===== src/rtl/matrix_mul_param.sv =====
// rtl/matrix_mul_param.sv - serial MAC square matrix multiplier, C=A*B or C=A*B^T, n up to MAX_SIZE
// Optional output saturation: define MATMUL_SAT_EN (default build wraps to OUT_W bits).
module matrix_mul_param #(
    parameter int DATA_W   = 16,
    parameter int MAX_SIZE = 8,
    parameter int OUT_W    = 2*DATA_W,
    parameter int SIZE_W   = $clog2(MAX_SIZE+1),
    parameter int CNT_W    = $clog2(MAX_SIZE*MAX_SIZE+1)
) (
    input  logic              clk,
    input  logic              rst,
    input  logic              start,
    input  logic [SIZE_W-1:0] sizes,
    input  logic              mode,
    input  logic [DATA_W-1:0] rdata,
    output logic              ren,
    output logic              raddr,
    output logic [OUT_W-1:0]  wdata,
    output logic              wen,
    output logic              finish,
    output logic [4:0]        state,
    output logic [CNT_W-1:0]  input_data_num,
    output logic [CNT_W-1:0]  out_data_num
);
    localparam int PROD_W = 2*DATA_W;
    localparam int ACC_W  = 2*DATA_W + $clog2(MAX_SIZE);
    localparam int DEPTH  = MAX_SIZE*MAX_SIZE;
    localparam int IDX_W  = $clog2(DEPTH);

    typedef enum logic [4:0] {
        S_IDLE   = 5'd0,
        S_LOAD_A = 5'd1,
        S_LOAD_B = 5'd2,
        S_MAC    = 5'd3,
        S_WRITE  = 5'd4,
        S_DONE   = 5'd5
    } state_t;

    state_t st;
    logic [SIZE_W-1:0]        n_lat;
    logic                     mode_lat;
    logic [CNT_W-1:0]         last_idx;
    logic [SIZE_W-1:0]        i, j, k;
    logic signed [ACC_W-1:0]  acc;
    logic signed [DATA_W-1:0] mem_a [DEPTH];
    logic signed [DATA_W-1:0] mem_b [DEPTH];

    logic [SIZE_W-1:0]        n_m1;
    logic [IDX_W-1:0]         a_idx, b_idx;
    logic signed [PROD_W-1:0] prod;
    logic signed [ACC_W-1:0]  acc_next;
    logic [OUT_W-1:0]         out_val;
    logic                     start_ok;

    assign state    = st;
    assign n_m1     = n_lat - SIZE_W'(1);
    assign start_ok = start && (sizes != '0) && (sizes <= SIZE_W'(MAX_SIZE));

    // mode=1 walks row j of B, which is column j of B^T
    always_comb begin
        a_idx = IDX_W'(i) * IDX_W'(n_lat) + IDX_W'(k);
        if (mode_lat)
            b_idx = IDX_W'(j) * IDX_W'(n_lat) + IDX_W'(k);
        else
            b_idx = IDX_W'(k) * IDX_W'(n_lat) + IDX_W'(j);
    end

    assign prod     = PROD_W'(mem_a[a_idx]) * PROD_W'(mem_b[b_idx]);
    assign acc_next = ((k == '0) ? '0 : acc) + ACC_W'(prod);

    always_comb begin
`ifdef MATMUL_SAT_EN
        if (acc_next[ACC_W-1:OUT_W-1] == {(ACC_W-OUT_W+1){acc_next[ACC_W-1]}})
            out_val = acc_next[OUT_W-1:0];
        else if (acc_next[ACC_W-1])
            out_val = {1'b1, {(OUT_W-1){1'b0}}};
        else
            out_val = {1'b0, {(OUT_W-1){1'b1}}};
`else
        out_val = acc_next[OUT_W-1:0];
`endif
    end

    always_ff @(posedge clk) begin
        if (st == S_LOAD_A)
            mem_a[input_data_num[IDX_W-1:0]] <= rdata;
        if (st == S_LOAD_B)
            mem_b[input_data_num[IDX_W-1:0]] <= rdata;
    end

    always_ff @(posedge clk or posedge rst) begin
        if (rst) begin
            st             <= S_IDLE;
            ren            <= 1'b0;
            raddr          <= 1'b0;
            wen            <= 1'b0;
            finish         <= 1'b0;
            wdata          <= '0;
            input_data_num <= '0;
            out_data_num   <= '0;
            n_lat          <= '0;
            mode_lat       <= 1'b0;
            last_idx       <= '0;
            i              <= '0;
            j              <= '0;
            k              <= '0;
            acc            <= '0;
        end else begin
            wen    <= 1'b0;
            finish <= 1'b0;
            case (st)
                S_IDLE: begin
                    if (start_ok) begin
                        n_lat          <= sizes;
                        mode_lat       <= mode;
                        last_idx       <= CNT_W'(sizes) * CNT_W'(sizes) - CNT_W'(1);
                        input_data_num <= '0;
                        out_data_num   <= '0;
                        i              <= '0;
                        j              <= '0;
                        k              <= '0;
                        ren            <= 1'b1;
                        raddr          <= 1'b0;
                        st             <= S_LOAD_A;
                    end
                end
                S_LOAD_A: begin
                    if (input_data_num == last_idx) begin
                        input_data_num <= '0;
                        raddr          <= 1'b1;
                        st             <= S_LOAD_B;
                    end else begin
                        input_data_num <= input_data_num + CNT_W'(1);
                    end
                end
                S_LOAD_B: begin
                    if (input_data_num == last_idx) begin
                        input_data_num <= '0;
                        ren            <= 1'b0;
                        raddr          <= 1'b0;
                        st             <= S_MAC;
                    end else begin
                        input_data_num <= input_data_num + CNT_W'(1);
                    end
                end
                S_MAC: begin
                    acc <= acc_next;
                    if (k == n_m1) begin
                        k     <= '0;
                        wen   <= 1'b1;
                        wdata <= out_val;
                        st    <= S_WRITE;
                    end else begin
                        k <= k + SIZE_W'(1);
                    end
                end
                S_WRITE: begin
                    out_data_num <= out_data_num + CNT_W'(1);
                    if (j == n_m1) begin
                        j <= '0;
                        if (i == n_m1) begin
                            i      <= '0;
                            finish <= 1'b1;
                            st     <= S_DONE;
                        end else begin
                            i  <= i + SIZE_W'(1);
                            st <= S_MAC;
                        end
                    end else begin
                        j  <= j + SIZE_W'(1);
                        st <= S_MAC;
                    end
                end
                S_DONE:  st <= S_IDLE;
                default: st <= S_IDLE;
            endcase
        end
    end
endmodule


===== config.mk =====
export PLATFORM = sky130hd
export DESIGN_NAME = matrix_mul_param
export DESIGN_NICKNAME = d
export VERILOG_FILES = /design/src/rtl/matrix_mul_param.sv
export SDC_FILE = /design/constraint.sdc
export NUM_CORES = 2
export LEC_CHECK = 0
export CAP_MARGIN = 25
export CORE_ASPECT_RATIO = 2
export CORE_MARGIN = 2
export CORE_UTILIZATION = 50
export DETAILED_ROUTE_END_ITERATION = 10
export GPL_ROUTABILITY_DRIVEN = 1
export HOLD_SLACK_MARGIN = 0.03
export PLACE_DENSITY = 0.66
export REMOVE_ABC_BUFFERS = 1
export SLEW_MARGIN = 5
export SYNTH_ARGS = -nofsm -noshare
export SYNTH_HDL_FRONTEND = slang
export SYNTH_SLANG_ARGS = --single-unit

===== constraint.sdc =====
create_clock -name clk -period 15.6 [get_ports clk]
set_clock_uncertainty 0.2 [all_clocks]
set_input_delay 3.12 -clock clk [delete_from_list [all_inputs] [get_ports clk]]
set_output_delay 3.12 -clock clk [all_outputs]
set_load 0.1 [all_outputs]

# Word-level counts from Yosys, hierarchy flattened
# Memories as Yosys holds them, arrays and structs flattened.
# Cells that the tools add are included.
# Widths: inputs -> output; s select.
op_classes:
  addsub: 11
  multipliers: 5
  n_lt_le_gt_ge: 1
  eq_ne: 13
  muxes: 36
  reduce_logical: 20
ops:
  columns: ["cell", "count"]
  rows:
  - ["$add 35x35->35", 1]
  - ["$mux 35", 1]
  - ["$mul 16x16->32", 1]
  - ["$pmux 7 s2", 2]
  - ["$mux 5", 5]
  - ["$pmux 5 s5", 1]
  - ["$pmux 4 s2", 3]
  - ["$mux 4", 5]
  - ["$add 6x4->6", 3]
  - ["$mul 4x4->6", 3]
  - ["$add 7x1->7 const B", 2]
  - ["$mux 7", 2]
  - ["$mux 1", 13]
  - ["$add 4x1->4 const B", 3]
  - ["$eq 4x4->1", 3]
  - ["$eq 5x2->1 const B", 2]
  - ["$reduce_and 2->1", 5]
  - ["$reduce_and 4->1", 2]
  - ["$reduce_bool 2->1", 4]
  - ["$eq 7x7->1", 1]
  - ["$mul 4x4->7", 1]
  - ["$sub 7x1->7 const B", 1]
  - ["$mux 6", 1]
  - ["$ne 2x2->1 const B", 3]
  - ["15 further kinds", 18]
totals:
  register_bits: 114
  ram_bits: 2048
  n_memories: 2
memory_table:
  columns: ["memory", "words", "word_bits", "read_ports", "rd_clocked_by_memory_dff", "wr", "line", "rtl"]
  rows:
  - ["mem_a", 64, 16, 1, 0, 1, "45", "logic signed [DATA_W-1:0] mem_a [DEPTH];"]
  - ["mem_b", 64, 16, 1, 0, 1, "46", "logic signed [DATA_W-1:0] mem_b [DEPTH];"]

# Logic depth before layout (Yosys ltp)
# An unclocked memory read counts as a cell.
logic_depth:
  ltp_word: 6
  ltp_mapped: 51

# Least setup slack after synthesis
# Ideal clock, no wire load.
synth_path:
  path_kind: "register to register"
  startpoint: "register n_lat[2]"
  endpoint: "register acc[31]"
  setup_ps: 134
  t_arrival_ps: 11263
  setup_slack_ps: 4003
  path_stages_with_launch: 48
  synth_period_minus_slack_ps: 11597
  path_cell_list: "dfrtp_1 > clkbuf_1 > nand2_1 > fa_1 > fa_1 > inv_1 > fa_1 > ha_1 > a21oi_1 > xor2_1 > nor2_1 > a21oi_2 > clkbuf_1 > clkbuf_1 > o211ai_1 > a31oi_2 > buf_4 > nand2_1 > [12 not listed] > a21oi_1 > nand2_1 > o21a_1 > a311o_1 > a21o_1 > a21o_1 > a21o_1 > a21oi_1 > xnor2_1 > ha_1 > and3_1 > and3_1 > nor4_1 > a21oi_1 > o31ai_1 > xnor2_1 > xnor2_1 > o21ai_0"
synth_between:
  elab_chain_len: 6
  word_cells_on_any_way: 11
  cone_classes: "add/sub (4); mul (4); mux (1); memory (2)"
synth_rtl:
  columns: ["element", "line", "rtl"]
  rows:
  - ["from (decl)", "40", "logic [SIZE_W-1:0] n_lat;"]
  - ["from (signal assigned)", "114", "n_lat <= sizes;"]
  - ["$mul 4x4->6 (on tied branches)", "65, 63", null]
  - ["$add 6x4->6 (on tied branches)", "65, 63", null]
  - ["$mux 6", "62", "if (mode_lat)"]
  - ["$mem_v2 64x16", null, null]
  - ["$mul 16x16->32 (*)", "68", "assign prod = PROD_W'(mem_a[a_idx]) * PROD_W'(mem_b[b_idx]);"]
  - ["$add 35x35->35 (*)", "69", "assign acc_next = ((k == '0) ? '0 : acc) + ACC_W'(prod);"]
  - ["to (signal assigned)", "147", "acc <= acc_next;"]
  - ["to (decl)", "44", "logic signed [ACC_W-1:0] acc;"]
# Every way passes the cells marked *; elsewhere a longest branch is shown, timed or not.
# A chain may end at the register's enable or synchronous reset.

# Final worst setup path
layout_path:
  startpoint: "register k[2]"
  endpoint: "register acc[31]"
layout_between:
  elab_chain_len: 6
  word_cells_on_any_way: 11
  cone_classes: "add/sub (4); mul (2); mux (2); reduce/logical (1); memory (2)"
layout_rtl:
  columns: ["element", "line", "rtl"]
  rows:
  - ["from (decl)", "43", "logic [SIZE_W-1:0] i, j, k;"]
  - ["from (signal assigned)", "154", "k <= k + SIZE_W'(1);"]
  - ["$mul 4x4->6", "65", "b_idx = IDX_W'(k) * IDX_W'(n_lat) + IDX_W'(j);"]
  - ["$add 6x4->6", "65", null]
  - ["$mux 6", "62", null]
  - ["$mem_v2 64x16", null, null]
  - ["$mul 16x16->32", "68", null]
  - ["$add 35x35->35 (*)", "69", null]
# Marked as above.

==> metrics.md <==
| Metric | Value |
|---|---|
| Outcome | finished clean |
| Period utilization | roughly 89% |
| Crit path DAT | 14.45 ns |
| Sink Count | 2156 |
| IO Port Bufs | 76 |
| Hold Fails Final Rpt | 0 |
| Adder-cell share of the synthesized area | under 10% |
| HP Class | flop to flop |
| Sequential cell area fraction in the yosys report | approximately 66% |
| Worst hold endpoint | wdata[13] |
| GRT Total Usage | between 20% and 30% |
| Crit end category | flop |
| DR WL/cell | slightly above 30 µm |
| IO Count | between 70 and 80 |
| Die area | roughly 200000 µm² |
| Mux share of post-synthesis cell area | between 10% and 20% |
| Actual slew at the worst max-slew pin | ~1.2 ns |
| Synth cell types | between 70 and 80 |
| Pin count of the biggest net entering global routing | 100 |
| Post-placement cell area | about 100000 µm² |
| Worst hold path cell count | 2 |
| Chip width | approximately 320 µm |
| Final wirelength | ~250000 µm |
| Top-area cell type share of the netlist area | about 63% |
| CP max stage delay | between 0.8 and 0.9 ns |
| Worst endpoint required time | 16.11 ns |
| Commonest cells post-synth | 2048 x edfxtp_1, 576 x mux4_2, 431 x nand2_1, 352 x inv_1, 283 x fa_1 |
| Post-route cell area | around 110000 µm² |
| Post-CTS Setup Repair Bufs | 0 |
| Placement Rows | 228 |
| HPWL after detailed placement | approximately 180000 µm |
| Initial antenna violation count | 3 |
| Number of synthesized flops with an enable pin | between 2000 and 2500 |
| Avg Inst Size Synth | between 15 and 20 µm² |
| Initial core utilization | roughly half |
| Synth Area in Compound Gates | between 3 and 4% |
| Die Y | around 630 µm |
| Routability Congestion | a little under 0.9 |
| CTS tree | built |
| CTS H-tree depth | 4 |
| Clk buf depth | 4 |
| Crit path top cell by count | fa_1 |
| Vias per Instance | between 5 and 6 |
| Final core occ | ~56% |
| Share of cells above drive strength 1 | approximately a fifth |
| RSZ-0062 raised after global routing | no |
| DRT Pass-1 Iters | 5 |
| Skew-Pair Late Insertion Delay | 0.86 ns |
| Fmax | approximately 72 MHz |
| CP Max Fanout | 29 |
| R2r startpoint | k[2] |
| Place WS | ~1.7 ns |
| YS warnings | 0 |
| CTS clock-pin slew for the worst setup and hold paths | 0.07 ns |
| Post-cts hold buffer count | 0 |
| Syn Std Cell Area | 97100 µm² |
| FF-to-FF End | acc[31] |
| Async set-or-reset flop fraction in the synthesized netlist | between 5 and 6% |
| Area Overhead vs Synth | 11.1% |
| Hold path startpoint | wdata[13] |
| Core area | just under 200000 µm² |
| Main combinational cell family by area after synthesis | multiplexers |
| XOR/XNOR Fraction of Synth Area | under 10% |
| Simple-gate share of the synthesized area | around 5.0% |
| R2r worst-path depth | 45 |
| GR Overflow Total | 0 |
| Slew margin rel. | a little under a fifth |
| Total CTS buffers | 189 |
| Worst setup SP type | flop |
| Final nets | roughly 6000 |
| Post-route ant nets | 0 |
| Post_cts resized | 0 |
| Worst setup margin | ~1.7 ns |
| First-pass GRT wire length | approximately 370000 µm |
| Mapped Cells | 5442 |
| Top cells by area, synth | edfxtp_1 63%, mux4_2 13%, fa_1 5.8%, dfrtp_1 2.8%, ha_1 2.1% |
| Max_cap viols | 0 |
| Flop2flop setup slack | ~1.7 ns |
| Yosys reg bits | 2156 |
| Vias | ~50000 |
| Slowest library cell on the worst path | nor4_1 |
| CTS root buffer | clkbuf_16 |
| Final Critical Period | around 14 ns |
| Ys flop type | edfxtp_1 |
| Number of global-route vias before repair | 53963 |
| WS Path Type | flop to flop |
| Slew Viols, Final | 0 |
| Most area-hungry cell type in the Yosys netlist | edfxtp_1 |
| # DRC | 0 |
| Setup violators final | 0 |
| Top-count cell post-synth | edfxtp_1 |
| Initial detailed-routing violation count | about 4500 |
[worst max path at each step]
stage          startpoint       to  slack, ns  depth (start not counted)
3_5_place_dp     n_lat[2]  acc[31]       1.70                         42
2_1_floorplan    n_lat[0]  acc[31]      -3.92                         37
3_3_place_gp         k[2]  acc[31]       1.64                         41
4_1_cts              k[2]  acc[31]       1.69                         45
5_1_grt              k[2]  acc[31]        1.0                         45
6_report             k[2]  acc[31]       1.65                         45
[flip-flops by register name, summed over array words and instances, names as in the netlist, 6 cells and up]
name / count
out_data_num: 7
wdata: 32
input_data_num: 7
last_idx: 6
acc: 32
mem_a: 1024
mem_b: 1024
[critical path, delay by kind of cell, from the launching register on]
kind / cells / cell delay, ns
flops: 1 / 0.64
fa+ha+maj: 12 / 5.39
buf+inv: 7 / 0.75
compound gates: 15 / 4.44
xor+xnor: 4 / 0.67
simple gates: 7 / 1.67
[layout make-up]
class | count | area [µm²]
Fill cell | 14786 | 85000
Multi-Input combinational cell | 2653 | 30200
Inverter | 355 | 1340
Antenna cell | 4 | 10.0
Sequential cell | 2156 | 64200
Timing Repair Buffer | 331 | 3080
Clock inverter | 98 | 847
Clock buffer | 239 | 5030
Tap cell | 2530 | 3170
[per-layer routing]
metal,global-route usage [%],wire length [µm],vias up
li1,-,-,21278
met3,2.89,11400,618
met5,0,14,-
met1,26.6,80000,26549
met4,17.5,20000,2
met2,49.7,143000,1664
[logic make-up (layout without fill, tap and decap cells)]
logic type	count (synthesis)	in the layout
XOR/XNOR	112	112
AND/OR/NAND/NOR	1022	1022
multiplexers	603	603
other	1	6
AO/OA/AOI/OAI	469	469
adder cells (fa/ha/maj)	445	445
buffers and inverters	634	1023
flip-flops	2156	2156
[cell usage in the layout, fill, tap and decap left out, drive strengths merged, types with 6 or more instances in the layout]
cell type      instances
edfxtp              2048
mux4                 576
nand2                432
inv                  365
fa                   283
buf                  273
clkbuf               239
and2                 214
nor2                 182
ha                   162
o21ai                114
dfrtp                108
a211oi                89
a21oi                 86
nor2b                 70
xnor2                 70
clkinv                69
clkdlybuf4s50         58
nand3                 50
xor2                  42
a31oi                 36
a21o                  32
mux2i                 22
o211ai                19
nand2b                17
a311o                 17
a311oi                16
nor3                  13
bufinv                13
and3                  10
o21a                  10
o31ai                 10
or2                    8
o21bai                 8
a2111oi                6
clkinvlp               6
[through the flow]
step,instances,hold WS [ns],setup TNS [ns]
global route,8363,0.301,0
floorplan,5164,0.241,-136.49
finish,8366,0.275,0
CTS,8358,0.280,0
detailed placement,8021,0.264,0
global placement,8007,0.258,0
Power is not shown: default switching activity piles up to over one toggle a cycle in this logic, so the estimate is an artifact.
